### src/rtl/alu_op_sequencer_if.sv
// alu_op_sequencer_if: request, ALU and writeback signals of the ALU operation sequencer
interface alu_op_sequencer_if #(
    parameter int REG_ADDR_W = 3,
    parameter int CNT_W      = 16
);
    logic                  req_valid;
    logic                  req_ready;
    logic [5:0]            req_op;
    logic [7:0]            req_a;
    logic [7:0]            req_b;
    logic [REG_ADDR_W-1:0] req_rd;
    logic [5:0]            alu_op;
    logic [7:0]            alu_a;
    logic [7:0]            alu_b;
    logic [7:0]            alu_result;
    logic                  alu_busy;
    logic                  wb_valid;
    logic                  wb_ready;
    logic [7:0]            wb_data;
    logic [REG_ADDR_W-1:0] wb_rd;
    logic                  wb_err;
    logic [CNT_W-1:0]      ops_done;
    modport master (
        input  req_valid, req_op, req_a, req_b, req_rd, alu_result, alu_busy, wb_ready,
        output req_ready, alu_op, alu_a, alu_b, wb_valid, wb_data, wb_rd, wb_err, ops_done
    );
    modport slave (
        output req_valid, req_op, req_a, req_b, req_rd, alu_result, alu_busy, wb_ready,
        input  req_ready, alu_op, alu_a, alu_b, wb_valid, wb_data, wb_rd, wb_err, ops_done
    );
endinterface

### src/rtl/alu_op_sequencer.sv
// alu_op_sequencer: issues one operation at a time to the ALU, waits out divides with
// start/finish timeouts, and returns the result with its register tag on a writeback port
module alu_op_sequencer #(
    parameter int REG_ADDR_W        = 3,
    parameter int DIV_START_TIMEOUT = 4,
    parameter int DIV_TIMEOUT       = 64,
    parameter int CNT_W             = 16
) (
    input logic clk,
    input logic rst,
    alu_op_sequencer_if.master bus
);
    localparam logic [5:0] DIV = 6'b000011;
    localparam logic [5:0] NOP = 6'b111111;
    localparam int TMAX = DIV_TIMEOUT > DIV_START_TIMEOUT ? DIV_TIMEOUT : DIV_START_TIMEOUT;
    localparam int TW = $clog2(TMAX + 1);

    typedef enum logic [2:0] {IDLE, EXEC, DIV_START, DIV_WAIT, WB} state_t;

    state_t                state, state_nx;
    logic [5:0]            op_r;
    logic [7:0]            a_r, b_r, data_r, wb_d;
    logic [REG_ADDR_W-1:0] rd_r;
    logic                  err_r, wb_e, wb_ld;
    logic [TW-1:0]         timer, timer_nx, tick;
    logic [CNT_W-1:0]      cnt;

    assign tick = timer + 1'b1;

    always_comb begin
        state_nx = state;
        timer_nx = timer;
        wb_ld    = 1'b0;
        wb_d     = bus.alu_result;
        wb_e     = 1'b0;
        case (state)
            IDLE:      if (bus.req_valid) state_nx = bus.req_op == DIV ? DIV_START : EXEC;
            EXEC: begin
                state_nx = WB;
                wb_ld    = 1'b1;
            end
            // a busy edge seen on the timeout cycle still counts as a live divide
            DIV_START: begin
                timer_nx = bus.alu_busy || tick == TW'(DIV_START_TIMEOUT) ? '0 : tick;
                state_nx = bus.alu_busy ? DIV_WAIT : tick == TW'(DIV_START_TIMEOUT) ? WB : DIV_START;
                wb_ld    = !bus.alu_busy && tick == TW'(DIV_START_TIMEOUT);
                wb_d     = 8'd0;
                wb_e     = 1'b1;
            end
            DIV_WAIT: begin
                timer_nx = !bus.alu_busy || tick == TW'(DIV_TIMEOUT) ? '0 : tick;
                state_nx = !bus.alu_busy || tick == TW'(DIV_TIMEOUT) ? WB : DIV_WAIT;
                wb_ld    = !bus.alu_busy || tick == TW'(DIV_TIMEOUT);
                wb_d     = bus.alu_busy ? 8'd0 : bus.alu_result;
                wb_e     = bus.alu_busy;
            end
            WB:        if (bus.wb_ready) state_nx = IDLE;
            default:   state_nx = IDLE;
        endcase
    end

    always_ff @(posedge clk or posedge rst) begin
        if (rst) begin
            state  <= IDLE;
            timer  <= '0;
            op_r   <= NOP;
            a_r    <= 8'd0;
            b_r    <= 8'd0;
            rd_r   <= '0;
            data_r <= 8'd0;
            err_r  <= 1'b0;
            cnt    <= '0;
        end else begin
            state <= state_nx;
            timer <= timer_nx;
            if (state == IDLE && bus.req_valid) begin
                op_r <= bus.req_op;
                a_r  <= bus.req_a;
                b_r  <= bus.req_b;
                rd_r <= bus.req_rd;
            end
            if (wb_ld) begin
                data_r <= wb_d;
                err_r  <= wb_e;
            end
            if (state == WB && bus.wb_ready) cnt <= cnt + 1'b1;
        end
    end

    assign bus.req_ready = state == IDLE;
    assign bus.wb_valid  = state == WB;
    assign bus.alu_op    = state == EXEC || state == DIV_START || state == DIV_WAIT ? op_r : NOP;
    assign bus.alu_a     = a_r;
    assign bus.alu_b     = b_r;
    assign bus.wb_data   = data_r;
    assign bus.wb_rd     = rd_r;
    assign bus.wb_err    = err_r;
    assign bus.ops_done  = cnt;
endmodule

### src/flat_wrapper.sv
// flat-port wrapper written by rule: the top's interface ports become plain ports
module alu_op_sequencer_flat 
#(
    parameter int REG_ADDR_W        = 3,
    parameter int DIV_START_TIMEOUT = 4,
    parameter int DIV_TIMEOUT       = 64,
    parameter int CNT_W             = 16
)
  (clk, rst, bus_req_valid, bus_req_op, bus_req_a, bus_req_b, bus_req_rd, bus_alu_result, bus_alu_busy, bus_wb_ready, bus_req_ready, bus_alu_op, bus_alu_a, bus_alu_b, bus_wb_valid, bus_wb_data, bus_wb_rd, bus_wb_err, bus_ops_done);
  alu_op_sequencer_if #(.REG_ADDR_W(REG_ADDR_W), .CNT_W(CNT_W)) bus_i ();
  input logic clk;
  input logic rst;
  input wire logic [$bits(bus_i.req_valid)-1:0] bus_req_valid;
  input wire logic [$bits(bus_i.req_op)-1:0] bus_req_op;
  input wire logic [$bits(bus_i.req_a)-1:0] bus_req_a;
  input wire logic [$bits(bus_i.req_b)-1:0] bus_req_b;
  input wire logic [$bits(bus_i.req_rd)-1:0] bus_req_rd;
  input wire logic [$bits(bus_i.alu_result)-1:0] bus_alu_result;
  input wire logic [$bits(bus_i.alu_busy)-1:0] bus_alu_busy;
  input wire logic [$bits(bus_i.wb_ready)-1:0] bus_wb_ready;
  output wire logic [$bits(bus_i.req_ready)-1:0] bus_req_ready;
  output wire logic [$bits(bus_i.alu_op)-1:0] bus_alu_op;
  output wire logic [$bits(bus_i.alu_a)-1:0] bus_alu_a;
  output wire logic [$bits(bus_i.alu_b)-1:0] bus_alu_b;
  output wire logic [$bits(bus_i.wb_valid)-1:0] bus_wb_valid;
  output wire logic [$bits(bus_i.wb_data)-1:0] bus_wb_data;
  output wire logic [$bits(bus_i.wb_rd)-1:0] bus_wb_rd;
  output wire logic [$bits(bus_i.wb_err)-1:0] bus_wb_err;
  output wire logic [$bits(bus_i.ops_done)-1:0] bus_ops_done;
  assign bus_i.req_valid = bus_req_valid;
  assign bus_i.req_op = bus_req_op;
  assign bus_i.req_a = bus_req_a;
  assign bus_i.req_b = bus_req_b;
  assign bus_i.req_rd = bus_req_rd;
  assign bus_i.alu_result = bus_alu_result;
  assign bus_i.alu_busy = bus_alu_busy;
  assign bus_i.wb_ready = bus_wb_ready;
  assign bus_req_ready = bus_i.req_ready;
  assign bus_alu_op = bus_i.alu_op;
  assign bus_alu_a = bus_i.alu_a;
  assign bus_alu_b = bus_i.alu_b;
  assign bus_wb_valid = bus_i.wb_valid;
  assign bus_wb_data = bus_i.wb_data;
  assign bus_wb_rd = bus_i.wb_rd;
  assign bus_wb_err = bus_i.wb_err;
  assign bus_ops_done = bus_i.ops_done;
  alu_op_sequencer #(.REG_ADDR_W(REG_ADDR_W), .DIV_START_TIMEOUT(DIV_START_TIMEOUT), .DIV_TIMEOUT(DIV_TIMEOUT), .CNT_W(CNT_W)) u_core (.clk(clk), .rst(rst), .bus(bus_i));
endmodule
### config.mk
export PLATFORM = sky130hd
export DESIGN_NAME = alu_op_sequencer_flat
export DESIGN_NICKNAME = d
export VERILOG_FILES = /design/src/rtl/alu_op_sequencer_if.sv /design/src/rtl/alu_op_sequencer.sv /design/src/flat_wrapper.sv
export SDC_FILE = /design/constraint.sdc
export NUM_CORES = 1
export LEC_CHECK = 0
export BUFFER_PORTS_ARGS = -buffer_cell sky130_fd_sc_hd__buf_2
export CAP_MARGIN = 20
export CORE_AREA = 2 2 114 89
export DETAILED_ROUTE_END_ITERATION = 10
export DIE_AREA = 0 0 116 91
export PLACE_DENSITY_LB_ADDON = 0.15
export SETUP_SLACK_MARGIN = 0.2
export SLEW_MARGIN = 20
export SYNTH_ARGS = -nofsm -noshare
export SYNTH_HDL_FRONTEND = slang
export SYNTH_SLANG_ARGS = --single-unit
### constraint.sdc
create_clock -name clk -period 3 [get_ports clk]
set_input_delay 0.45 -clock clk [delete_from_list [all_inputs] [get_ports clk]]
set_output_delay 0.45 -clock clk [all_outputs]
set_load 0.005 [all_outputs]
==> impl_metrics.json <==
{
  "outcome": "finished, final reports clean",
  "fin_crit_ns": 1.983,
  "fin_util_pct": 38.47,
  "cts_hold_buffers": 0,
  "hold_violations": 0,
  "yosys_register_bits": 60,
  "synth_top_area_share_pct": 48.82,
  "postCtsSetupBuffers": 0,
  "die_y_um": 91,
  "crit_arrival_ns": 1.53,
  "drive_above_1_share_pct": 45.43,
  "boundaryPins": 90,
  "cts.reportedPaths.clkPinSlew_ns": 0.06,
  "viasPerCell": 4.420,
  "hold_path_class": "in -> async",
  "netSwitchingFraction_pct": 30.55,
  "grt_max_degree": 26,
  "hpwl_um": 4689,
  "vias": 2033,
  "path_delay_family": "flip-flops",
  "route.detailed.drc": 0,
  "clock_path_buffers": 2,
  "dpl_worst_slack_ns": 1.099,
  "worst-path-buf-inv": 1,
  "relSlewSlack_pct": 60.24,
  "seq_area_frac_synth_pct": 54.52,
  "nFillCells": 956,
  "synth_cell_types": 42,
  "critPathMaxStageDelay_ns": 0.54,
  "numCtsBuffers": 9,
  "rsz0062_at_grt": "false",
  "r2r-start": "u_core.timer[0]",
  "internal-power_w": 0.002293,
  "start_util_pct": 29.49,
  "reg2reg_depth": 6,
  "cts-root-buf": "clkbuf_16",
  "fmaxAchievable_ghz": 0.5044,
  "startpoint_type": "flop",
  "post_drt_wl_per_cell_um": 13.84,
  "grt_first_pass_wirelength_um": 10430,
  "drt-initial-drc-count": 143,
  "insertion_delay_ns": 0.33,
  "synth_area_um2": 2768,
  "tritoncts": "done",
  "io_buffers": 89,
  "setup_violations": 0,
  "fin_tns_setup_ns": 0,
  "crit_path_cell_trace": "nor2_1, or3_1, buf_2",
  "grt_overflow": 0,
  "crit_type": "reg -> out",
  "report.final.slew_viol_count": 0,
  "fin_skew_ns": 0.005978,
  "antenna_found_initial": 0,
  "endpoint_kind": "output pin",
  "syn_inst": 234,
  "power_density_nw_per_um2": 914.5,
  "comb_power_share_pct": 29.7,
  "antenna_cells": 0,
  "syn_avg_cell_area_um2": 11.83,
  "die_area_um2": 10560,
  "crit_path_max_fanout": 11,
  "cts-resized-gates": 0,
  "startpoint": "u_core.state[0]",
  "h-tree-depth": 3,
  "track_usage_pct": 13.15,
  "placed_cell_area_um2": 3322,
  "power.net_switching_w": 0.001009,
  "r2r_slack_ns": 1.09,
  "syn_nets": 274,
  "max_slew.worst_pin.slew_ns": 0.5952,
  "synthTopCellsByArea": "dfrtp_1, mux2_2, dfstp_2, xnor2_1, a22o_1",
  "fp.coreArea_um2": 9387,
  "synth_top_area_cell": "dfrtp_1",
  "area_delta_synth_final_pct": 30.47,
  "ys_warn_count": 0,
  "postRouteAntennaNets": 0,
  "fin_area_um2": 3611,
  "power_frac_seq_pct": 40.7,
  "drt_wl_total_um": 6368,
  "crit_slowest_cell": "dfrtp_1",
  "p_leak_nw": 1.669,
  "drtPass1Iterations": 4,
  "period_share_pct": 66.09,
  "grt_pass1_vias": 2018,
  "fin_nets": 363,
  "rr_endpoint": "u_core.bus.wb_data[4]",
  "crit_required_ns": 2.55,
  "p_clk_share_pct": 29.7,
  "chipWidth_um": 116,
  "power_w": 0.003302,
  "drv_cap": 0,
  "irDropWorstVdd_v": 0.0004987,
  "cts.sink_count": 60,
  "worst_slack_ns": 1.017,
  "std_cell_rows": 31,
  "place_congestion": 0.7926
}
## cells in the final DEF (no fill, tap or decap), types with 2 or more instances in the layout
cell type / count
a21oi_1: 7
a22o_1: 9
and2_1: 5
and3_1: 3
and4_1: 2
buf_2: 89
buf_4: 3
clkbuf_16: 9
clkbuf_8: 3
clkinv_2: 3
dfrtp_1: 54
dfstp_2: 6
ha_1: 2
inv_1: 3
mux2_2: 26
nand2_1: 16
nand2b_1: 6
nand3_1: 9
nand4_1: 5
nor2_1: 11
nor2b_1: 3
nor3_1: 3
o211ai_1: 2
o21a_1: 3
o21ai_0: 3
o21ai_1: 3
or3_1: 6
xnor2_1: 13
xor2_1: 5
## how the worst max path moves through the flow
| stage | endpoint | cells after the start | slack [ns] |
|---|---|---|---|
| 2_1_floorplan | u_core.bus.alu_a[0] | 1 | 1.08 |
| 3_3_place_gp | u_core.bus.ops_done[15] | 5 | 1.11 |
| 3_5_place_dp | u_core.bus.wb_data[0] | 6 | 1.10 |
| 4_1_cts | bus_alu_op[5] | 3 | 0.99 |
| 5_1_grt | u_core.state[2] | 4 | 0.86 |
| 6_report | bus_alu_op[5] | 3 | 1.02 |
## stage by stage
stage / std cells / hold slack, ns
finish: 460 / 0.08467
global route: 460 / 0.09447
CTS: 460 / 0.08588
detailed placement: 444 / 0.4498
global placement: 444 / 0.4500
floorplan: 234 / 0.4682
## kinds of logic after synthesis
family,count (synthesis),synth area share (%)
xor gates and xnor gates,18,5.696
buffers and inverters,18,3.390
AOI/OAI and AO/OA,35,10.22
muxes,26,10.58
adders and majority gates,2,0.9040
and+or+nand+nor,75,14.69
DFF,60,54.52
## sequential cells by signal, indices dropped and copies added, names as in the netlist
| name | flops |
|---|---|
| u_core.op_r | 6 |
| u_core.bus.wb_err | 1 |
| u_core.bus.wb_data | 8 |
| u_core.bus.alu_a | 8 |
| u_core.bus.ops_done | 16 |
| u_core.timer | 7 |
| u_core.bus.wb_rd | 3 |
| u_core.bus.alu_b | 8 |
| u_core.state | 3 |
## routing by layer
metal | global-route usage, % | up-vias | wire length [um]
met5 | 0 | - | 0
li1 | - | 1005 | -
met1 | 18.25 | 960 | 3081
met4 | 3.571 | 0 | 76
met2 | 17.93 | 61 | 2797
met3 | 6.676 | 7 | 413
## cells in the mapped netlist (all sizes together)
master / n
o211ai: 2
o21a: 3
nand2: 16
a21bo: 1
nor2b: 3
nand3: 9
and4: 2
o31ai: 2
mux2: 26
xnor2: 13
nor4: 1
ha: 2
clkbuf: 4
a22o: 9
a311o: 1
and2: 5
and3: 3
o21ai: 7
a211oi: 1
nand3b: 1
a21oi: 7
nor3: 4
nor3b: 1
dfrtp: 54
nand4: 5
and4bb: 1
dfstp: 6
nor2: 11
nand2b: 6
o41ai: 1
a22oi: 1
or3: 6
buf: 10
inv: 4
nor4b: 1
xor2: 5
## layout make-up
cell class | instances | area (um^2) | share of cell area, %
Clock buffer | 12 | 266.5 | 7.380
Timing Repair Buffer | 92 | 467.9 | 12.96
Sequential cell | 60 | 1509 | 41.79
Inverter | 4 | 15.01 | 0.4158
Tap cell | 132 | 165.2 | 4.574
Clock inverter | 4 | 22.52 | 0.6237
Multi-Input combinational cell | 156 | 1165 | 32.26
## worst register-to-register path, cell delays in order, from the launching register on
cell and delay (ns):
dfrtp_1 0.42, ha_1 0.24, and2_1 0.18, o21ai_2 0.08
o41ai_4 0.37, a22oi_2 0.22, a22o_1 0.28
## power by group through the flow
stage                     clock network [W]  registers [W]  logic [W]
final                              0.000980        0.00134   0.000979
after global routing                0.00106        0.00140    0.00110
after CTS                           0.00101        0.00135    0.00100
after detailed placement                  0        0.00136   0.000999
after global placement                    0        0.00135   0.000988
after floorplan                           0        0.00131   0.000651
(Power assumes the default switching activity.)
